`src/rtl/pkg_detect_pkg.sv`:
```
// Shared types, error codes and marker helpers for the packet framer.
package pkg_detect_pkg;

   typedef enum logic [1:0] {IDLE, PAYLOAD, DONE, ERR} state_t;

   localparam logic [1:0] ERR_NONE  = 2'd0;
   localparam logic [1:0] ERR_SHORT = 2'd1;
   localparam logic [1:0] ERR_OVF   = 2'd2;
   localparam logic [1:0] ERR_TMO   = 2'd3;

   // Markers are built wide and truncated to the 2*width bus by the caller.
   localparam int MARKER_W = 128;

   // Largest positive value of a signed 2*width bus: 0 followed by all ones.
   function automatic logic [MARKER_W-1:0] sof_marker(input int width);
      return (MARKER_W'(1) << (2 * width - 1)) - MARKER_W'(1);
   endfunction

   // Most negative value of a signed 2*width bus: 1 followed by all zeros.
   function automatic logic [MARKER_W-1:0] eof_marker(input int width);
      return MARKER_W'(1) << (2 * width - 1);
   endfunction

endpackage

```
`src/rtl/pkg_detect_param_watchdog.sv`:
```
// Idle-cycle watchdog: counts enabled cycles, pulses term on the TIMEOUT-1 count.
// Clear has priority over enable; the count stops at the terminal value.
module pkg_watchdog #(
   parameter int TIMEOUT = 1024
) (
   input  logic clk,
   input  logic rst_n,
   input  logic clr,
   input  logic en,
   output logic term
);
   localparam int TW = (TIMEOUT > 1) ? $clog2(TIMEOUT) : 1;
   localparam logic [TW-1:0] LAST = TW'(TIMEOUT - 1);

   logic [TW-1:0] cnt;

   assign term = en && (cnt == LAST);

   always_ff @(posedge clk or negedge rst_n) begin
      if (!rst_n)
         cnt <= '0;
      else if (clr)
         cnt <= '0;
      else if (en && !term)
         cnt <= cnt + TW'(1);
   end
endmodule

```
`src/rtl/pkg_detect_param.sv`:
```
// Frames the demodulator stream between SOF/EOF markers, counts payload and flags short/overflow frames.
// Build option PKG_DETECT_TIMEOUT_EN adds the idle watchdog abort (error code 3).
module pkg_detect_param
   import pkg_detect_pkg::*;
#(
   parameter int WIDTH   = 16,
   parameter int MIN_LEN = 4,
   parameter int MAX_LEN = 256,
   parameter int TIMEOUT = 1024,
   parameter int LEN_W   = $clog2(MAX_LEN + 1)
) (
   input  logic                      clk,
   input  logic                      rst_n,
   input  logic                      in_valid,
   input  logic signed [2*WIDTH-1:0] data_i,
   output logic                      start_o,
   output logic signed [2*WIDTH-1:0] payload_o,
   output logic                      payload_valid_o,
   output logic                      valid_o,
   output logic [LEN_W-1:0]          len_o,
   output logic                      err_o,
   output logic [1:0]                err_code_o
);
   localparam int DW = 2 * WIDTH;
   localparam logic [DW-1:0]    SOF  = DW'(sof_marker(WIDTH));
   localparam logic [DW-1:0]    EOF  = DW'(eof_marker(WIDTH));
   localparam logic [LEN_W-1:0] MINL = LEN_W'(MIN_LEN);
   localparam logic [LEN_W-1:0] MAXL = LEN_W'(MAX_LEN);

   logic signed [DW-1:0] data_r;
   logic                 valid_r;
   state_t               state, state_nxt;
   logic [LEN_W-1:0]     cnt, cnt_nxt, len_nxt;
   logic [1:0]           code_nxt;
   logic                 is_sof, is_eof, fwd;

   assign is_sof = valid_r && (data_r == SOF);
   assign is_eof = valid_r && (data_r == EOF);

`ifdef PKG_DETECT_TIMEOUT_EN
   logic wd_clr, wd_en, wd_term;

   // Any accepted word, or being outside PAYLOAD, restarts the idle count.
   assign wd_clr = (state != PAYLOAD) || valid_r;
   assign wd_en  = (state == PAYLOAD) && !valid_r;

   pkg_watchdog #(.TIMEOUT(TIMEOUT)) u_wdog (
      .clk   (clk),
      .rst_n (rst_n),
      .clr   (wd_clr),
      .en    (wd_en),
      .term  (wd_term)
   );
`else
   logic unused_tmo;
   assign unused_tmo = (TIMEOUT != 0);
`endif

   always_ff @(posedge clk or negedge rst_n) begin
      if (!rst_n) begin
         data_r     <= '0;
         valid_r    <= 1'b0;
         state      <= IDLE;
         cnt        <= '0;
         len_o      <= '0;
         err_code_o <= ERR_NONE;
      end else begin
         data_r     <= data_i;
         valid_r    <= in_valid;
         state      <= state_nxt;
         cnt        <= cnt_nxt;
         len_o      <= len_nxt;
         err_code_o <= code_nxt;
      end
   end

   always_comb begin
      state_nxt = state;
      cnt_nxt   = cnt;
      len_nxt   = len_o;
      code_nxt  = err_code_o;
      fwd       = 1'b0;
      case (state)
         IDLE: begin
            if (is_sof) begin
               state_nxt = PAYLOAD;
               cnt_nxt   = '0;
               code_nxt  = ERR_NONE;
            end
         end
         PAYLOAD: begin
            if (is_sof) begin
               cnt_nxt = '0;
            end else if (is_eof) begin
               len_nxt = cnt;
               if (cnt >= MINL) begin
                  state_nxt = DONE;
               end else begin
                  state_nxt = ERR;
                  code_nxt  = ERR_SHORT;
               end
            end else if (valid_r && (cnt == MAXL)) begin
               // Overflowing word is dropped; cnt stays saturated at MAX_LEN.
               len_nxt   = cnt;
               state_nxt = ERR;
               code_nxt  = ERR_OVF;
            end else if (valid_r) begin
               fwd     = 1'b1;
               cnt_nxt = cnt + LEN_W'(1);
            end
`ifdef PKG_DETECT_TIMEOUT_EN
            else if (wd_term) begin
               len_nxt   = cnt;
               state_nxt = ERR;
               code_nxt  = ERR_TMO;
            end
`endif
         end
         DONE:    state_nxt = IDLE;
         ERR:     state_nxt = IDLE;
         default: state_nxt = IDLE;
      endcase
   end

   assign start_o         = (state == PAYLOAD);
   assign valid_o         = (state == DONE);
   assign err_o           = (state == ERR);
   assign payload_o       = data_r;
   assign payload_valid_o = fwd;
endmodule

```
`config.mk`:
```
export PLATFORM = sky130hd
export DESIGN_NAME = pkg_detect_param
export DESIGN_NICKNAME = d
export VERILOG_FILES = /design/src/rtl/pkg_detect_pkg.sv /design/src/rtl/pkg_detect_param_watchdog.sv /design/src/rtl/pkg_detect_param.sv
export SDC_FILE = /design/constraint.sdc
export NUM_CORES = 1
export LEC_CHECK = 0
export BUFFER_PORTS_ARGS = -buffer_cell sky130_fd_sc_hd__buf_2
export CORE_AREA = 2 2 83 65
export DETAILED_ROUTE_END_ITERATION = 16
export DIE_AREA = 0 0 85 67
export PLACE_DENSITY = 0.73
export SETUP_SLACK_MARGIN = 0.02
export SLEW_MARGIN = 20
export SYNTH_ARGS = -nofsm -noshare
export SYNTH_HDL_FRONTEND = slang
export SYNTH_SLANG_ARGS = --single-unit
```
`constraint.sdc`:
```
create_clock -name clk -period 2.6 [get_ports clk]
set_clock_uncertainty 0.15 [all_clocks]
set_input_delay 0.39 -clock clk [delete_from_list [all_inputs] [get_ports clk]]
set_output_delay 0.39 -clock clk [all_outputs]
set_load 0.005 [all_outputs]
```
# Word level (Yosys, flattened, before mapping)
# Cells that the tools add are included.
[totals] regBits=55 in_bits=35 out_inout_bits=47
[op_classes] addsub=1 order_cmp=1 eq_ne=13 mux=25 bitwise_logic=1 reduce_logical=11
[op_table] operator="9-bit 2-to-1 mux" count=7
[op_table] operator="32-bit by 31-bit equality test with 1-bit output, second input constant" count=1
[op_table] operator="32-bit equality test, second input constant" count=1
[op_table] operator="2-bit 2-to-1 mux" count=9
[op_table] operator="9-bit case mux with 2 select lines" count=1
[op_table] operator="5-bit AND reduction" count=2
[op_table] operator="9-bit by 1-bit adder with 9-bit output, second input constant" count=1
[op_table] operator="9-bit equality test, second input constant" count=1
[op_table] operator="9-bit by 3-bit greater-or-equal comparator with 1-bit output, second input constant" count=1
[op_table] operator="3-bit inequality test, second input constant" count=3
[op_table] operator="1-bit 2-to-1 mux" count=6
[op_table] operator="3-bit by 1-bit inequality test with 1-bit output, second input constant" count=2
[op_table] operator="2-bit case mux with 3 select lines" count=1
[op_table] operator="3-bit AND reduction" count=2
[op_table] operator="2-bit equality test, second input constant" count=2
[op_table] operator="2-bit inequality test, second input constant" count=2
[op_table] operator="2-bit case mux with 2 select lines" count=1
[op_table] operator="2-bit nonzero test" count=2
[op_table] operator="1-bit logical AND" count=3
[op_table] operator="2-bit by 1-bit equality test with 1-bit output, second input constant" count=1
[op_table] operator="2-bit logical NOT" count=1
[op_table] operator="2-bit OR reduction" count=1
[op_table] operator="1-bit NOT" count=1

# Longest topological paths before layout
[depth] ltp_word=6 mapped_depth=9 ltp_nobuf=8

# Least setup slack after synthesis
# OpenSTA, ideal clock, no wires.
[synth_timing] kind="register to register" startpoint="register data_r[3], in the netlist payload_o[3]" endpoint="register cnt[7]" setup_time_ns=0.126 arrival_ns=2.074 setup_slack_ns=0.250 path_stages_with_launch=8 n_path_buf=1 synth_period_minus_slack_ns=2.350 cell_sequence="dfrtp_1 nor4_2 nand4_2 or4_4 and4_4 buf_6 and3_1 a221o_1"
[synth_via] elab_chain_cells=4 word_cells_on_any_way=11
[synth_rtl] element="start, declared" line_no="pkg_detect_param.sv:30" text="logic signed [DW-1:0] data_r;"
[synth_rtl] element="start signal, assigned" line_no="pkg_detect_param.sv:68" text="data_r <= data_i;"
[synth_rtl] element="32-bit by 31-bit equality test with 1-bit output / 32-bit equality test (equally long branches)" line_no="pkg_detect_param.sv:37, pkg_detect_param.sv:38"
[synth_rtl] element="1-bit logical AND, on equally long branches" line_no="pkg_detect_param.sv:37, pkg_detect_param.sv:38"
[synth_rtl] element="3-bit inequality test (no line), or another cell as far along"
[synth_rtl] element="5-bit AND reduction (no line) / 9-bit case mux with 2 select lines (equally long branches)"
[synth_rtl] element="end signal, assigned" line_no="pkg_detect_param.sv:71" text="cnt <= cnt_nxt;"
[synth_rtl] element="end, declared" line_no="pkg_detect_param.sv:33" text="logic [LEN_W-1:0] cnt, cnt_nxt, len_nxt;"
# Several ways; a longest one is shown, not always the timed one.
# A chain may end at the register's enable or synchronous reset.

# Final worst setup path
[layout_timing] startpoint="register data_r[15], in the netlist payload_o[15]" endpoint="output port payload_valid_o"
[layout_via] elab_chain_cells=5 word_cells_on_any_way=7
[layout_rtl] element="32-bit equality test" line_no="pkg_detect_param.sv:38" text="assign is_eof = valid_r && (data_r == EOF);"
[layout_rtl] element="1-bit logical AND" line_no="pkg_detect_param.sv:38"
[layout_rtl] element="1-bit 2-to-1 mux" line_no="pkg_detect_param.sv:94" text="end else if (is_eof) begin"
[layout_rtl] element="1-bit 2-to-1 mux *" line_no="pkg_detect_param.sv:92" text="if (is_sof) begin"
[layout_rtl] element="1-bit 2-to-1 mux *" line_no="pkg_detect_param.sv:83" text="case (state)"
[layout_rtl] element="end, declared" line_no="pkg_detect_param.sv:18" text="output logic payload_valid_o,"
# Every way passes the cells marked *; elsewhere a longest branch is shown, timed or not.

==> summary.md <==
| Metric | Value |
|---|---|
| Die area | `5700 sq um` |
| CTS buffer count | `5` |
| WP data arrival | `2.02 ns` |
| Pwr Density | `534 nW/um^2` |
| Initial antenna violation count | `0` |
| Ys async rst share | `1.00` |
| Share of the yosys chip area belonging to registers | `0.644` |
| Overall global routing resource usage | `0.185` |
| Post-DR wirelength/cell | `14.3 microns` |
| Num rows | `22` |
| Synthesized area per cell | `12.4 sq um` |
| Period utilisation layout | `0.984` |
| Slew margin rel. | `0.615` |
| Post-synth top cells | `dfrtp_1, nand2_1, nor2_1` |
| Crit path max fanout | `3` |
| First-pass GRT wire length | `7940 microns` |
| Share of cells above drive strength 1 | `0.476` |
| Post-synth EDFFs | `0` |
| Critical Path End Type | `output pin` |
| Startpoint Class | `flop` |
| Largest area contributor in the netlist | `dfrtp_1` |
| Count of TritonRoute iterations in the first routing pass | `4` |
| FMAX | `391 MHz` |
| Status | `complete, no violations` |
| Height of the die | `about 67 microns` |
| Seq pwr share | `0.586` |
| Slowest stage cell on the critical path | `or4_4` |
| Top FF cell, synth | `dfrtp_1` |
| Cells along the critical path | `nor4_2 > nand2_1 > or4_4 > and4_4 > buf_6` |
| Root Buffer | `clkbuf_8` |
| Syn Inst Count | `approximately 170` |
| Pin count of the biggest net entering global routing | `28` |
| Setup TNS | `0 ns` |
| Insertion delay to the later sink of the worst-skew pair | `between 0.3 and 0.4 ns` |
| Nets | `~310` |
| Max-Cap Viols | `0` |
| Syn Std Cell Area | `2140 sq um` |
| Synth warn | `0` |
| Clock buffer depth | `2` |
| Gr ovfl total | `0` |
| P_sw | `331 uW` |
| Final instance area | `2910 sq um` |
| Post-layout min period | `2.56 ns` |
| Via count | `1680` |
| Placed Area | `2640 sq um` |
| Leak | `approximately 1.4 nW` |
| Final hold slack | `0.0297 ns` |
| Top-area cell type share of the netlist area | `0.644` |
| Area added between synthesis and finish | `36.1%` |
| Type of the worst min-delay path | `in2reg` |
| Post-synth cell types | `38` |
| Slew @ Worst Pin | `0.578 ns` |
| # IOs | `82` |
| CP Data Required Time | `approximately 2.1 ns` |
| Number of vias per cell | `5.01` |
| WHS Path Cells | `1` |
| CTS tree | `done` |
| GP Congestion | `0.841` |
| Sw Ratio | `0.213` |
| Final Slew Violations | `0` |
| IO buf count | `81` |
| Count of final hold-check violations | `0` |
| Top cell family by delay on the critical path | `simple AND/OR/NAND/NOR gates` |
| Number of global-route vias before repair | `1626` |
| 1st-iter DRT viols | `116` |
| Remaining DRCs | `0` |
| Filler cells | `between 300 and 400` |
| CTS sink cnt | `55` |
| Comb power frac | `0.059` |
| Total Wirelength | `4800 microns` |
| R2r worst-path depth | `7` |
| Initial Utilization | `0.444` |
| RSZ-0062 raised after global routing | `true` |
| Final WS setup | `between 0.04 and 0.05 ns` |
| DP Cell Count | `317` |
| Crit. path cell count | `5` |
| Seq cells post-synth | `55` |
| Synth Net Count | `209` |
| Internal power | `between 1 and 1.5 mW` |
| Worst path buffer plus inverter count | `1` |
| Clock transition at path regs | `about 0.090 ns` |
| Worst stage delay on the critical path | `0.57 ns` |
| ANT cells | `0` |
| Clock power frac | `0.355` |
| Core ar. | `4820 sq um` |
| Final setup viols | `0` |
| Most frequent cell after synthesis | `dfrtp_1` |
| Placement Setup Slack | `0.186 ns` |
| Hpwl dp | `3660 microns` |
| Post-route antenna net violation count | `0` |
| Post-Layout Cell Count | `335` |
| Number of H-tree levels | `2` |
| VDD IR max | `0.439 mV` |
| DIE WIDTH | `85 microns` |
| Crit Path Class | `reg2out` |
| Ranking of synthesized cells by area | `dfrtp_1, mux2_2, nand4_1` |
-- metrics by stage --
step            util  power, mW
2_1_floorplan      -      0.932
3_3_place_gp   0.549       1.00
3_5_place_dp   0.549       1.01
4_1_cts        0.588       1.57
5_1_grt        0.604       1.63
6_report       0.604       1.55
-- path summary, 6_finish.rpt --
kind	from	to	slack (ns)
setup / recovery	payload_o[15]$_DFF_PN0_	payload_valid_o	0.04
hold / removal	data_i[5]	payload_o[5]$_DFF_PN0_	0.03
setup reg to reg	payload_o[15]$_DFF_PN0_	cnt[7]$_DFFE_PN0P_	0.16
hold reg to reg	len_o[5]$_DFFE_PN0P_	len_o[5]$_DFFE_PN0P_	0.33
max in group asynchronous	rst_n	cnt[3]$_DFFE_PN0P_	1.18
min in group asynchronous	rst_n	payload_o[5]$_DFF_PN0_	0.47
-- state kept, by name (all words and copies together) (netlist names) --
register and count:
valid_r 1, state 2, payload_o 32, cnt 9
len_o 9, err_code_o 2
-- power by group through the flow --
stage	registers, mW	logic [mW]	clock network [mW]
detailed placement	0.923	0.0839	0
CTS	0.908	0.0916	0.569
global placement	0.922	0.0819	0
global route	0.915	0.102	0.610
floorplan	0.923	0.00928	0
finish	0.910	0.0918	0.550
-- cells by family (layout without fill, tap and decap cells) --
group	after synthesis	count (layout)	synth area share
compound gates	31	31	0.0896
fa+ha+maj	2	2	0.0117
buf+inv	12	115	0.0287
flops	55	55	0.644
mux	5	5	0.0263
simple gates	67	67	0.200
-- cell usage in the layout (no fill, tap or decap), types with 2 or more instances in the layout --
cell,n
and3_1,4
a21oi_1,7
nor4_4,3
and2_1,2
nor3_1,3
nor4b_4,2
nor4_2,3
nor2_1,10
nand2_1,13
dfrtp_1,55
mux2_2,5
clkbuf_8,5
o21ai_0,8
ha_1,2
or2_2,4
o21ai_1,3
buf_4,16
nand3_1,4
a31oi_1,5
nand4_1,8
buf_2,80
inv_1,9
or4_4,2
-- per-layer routing --
| layer | GRT usage | up-vias | wire length, microns |
|---|---|---|---|
| met5 | 0 | - | 0 |
| met1 | 0.257 | 788 | 2260 |
| met2 | 0.274 | 54 | 2130 |
| met4 | 0.0774 | 0 | 80 |
| li1 | - | 832 | - |
| met3 | 0.0483 | 6 | 320 |
-- what timing repair did --
action / in CTS / in global routing
pin swaps: 3 / 5
hold buffers: 1 / 0
setup buffers: 5 / 4
hold endpoints to repair: 25 / 0
gates resized for setup: 4 / 8
endpoints found under the setup margin: 1 / 1
cloned: 0 / 0
-- area by class of cell --
class                      instances  area, sq um  share of cell area
clock buffer                       6         72.6              0.0249
clock inverter                     2         38.8              0.0133
timing repair buffer              98          542               0.186
multi-input combinational        105          771               0.265
inverter                           9         33.8              0.0116
sequential                        55         1380               0.473
tap                               60         75.1              0.0258
(Power assumes the default switching activity.)
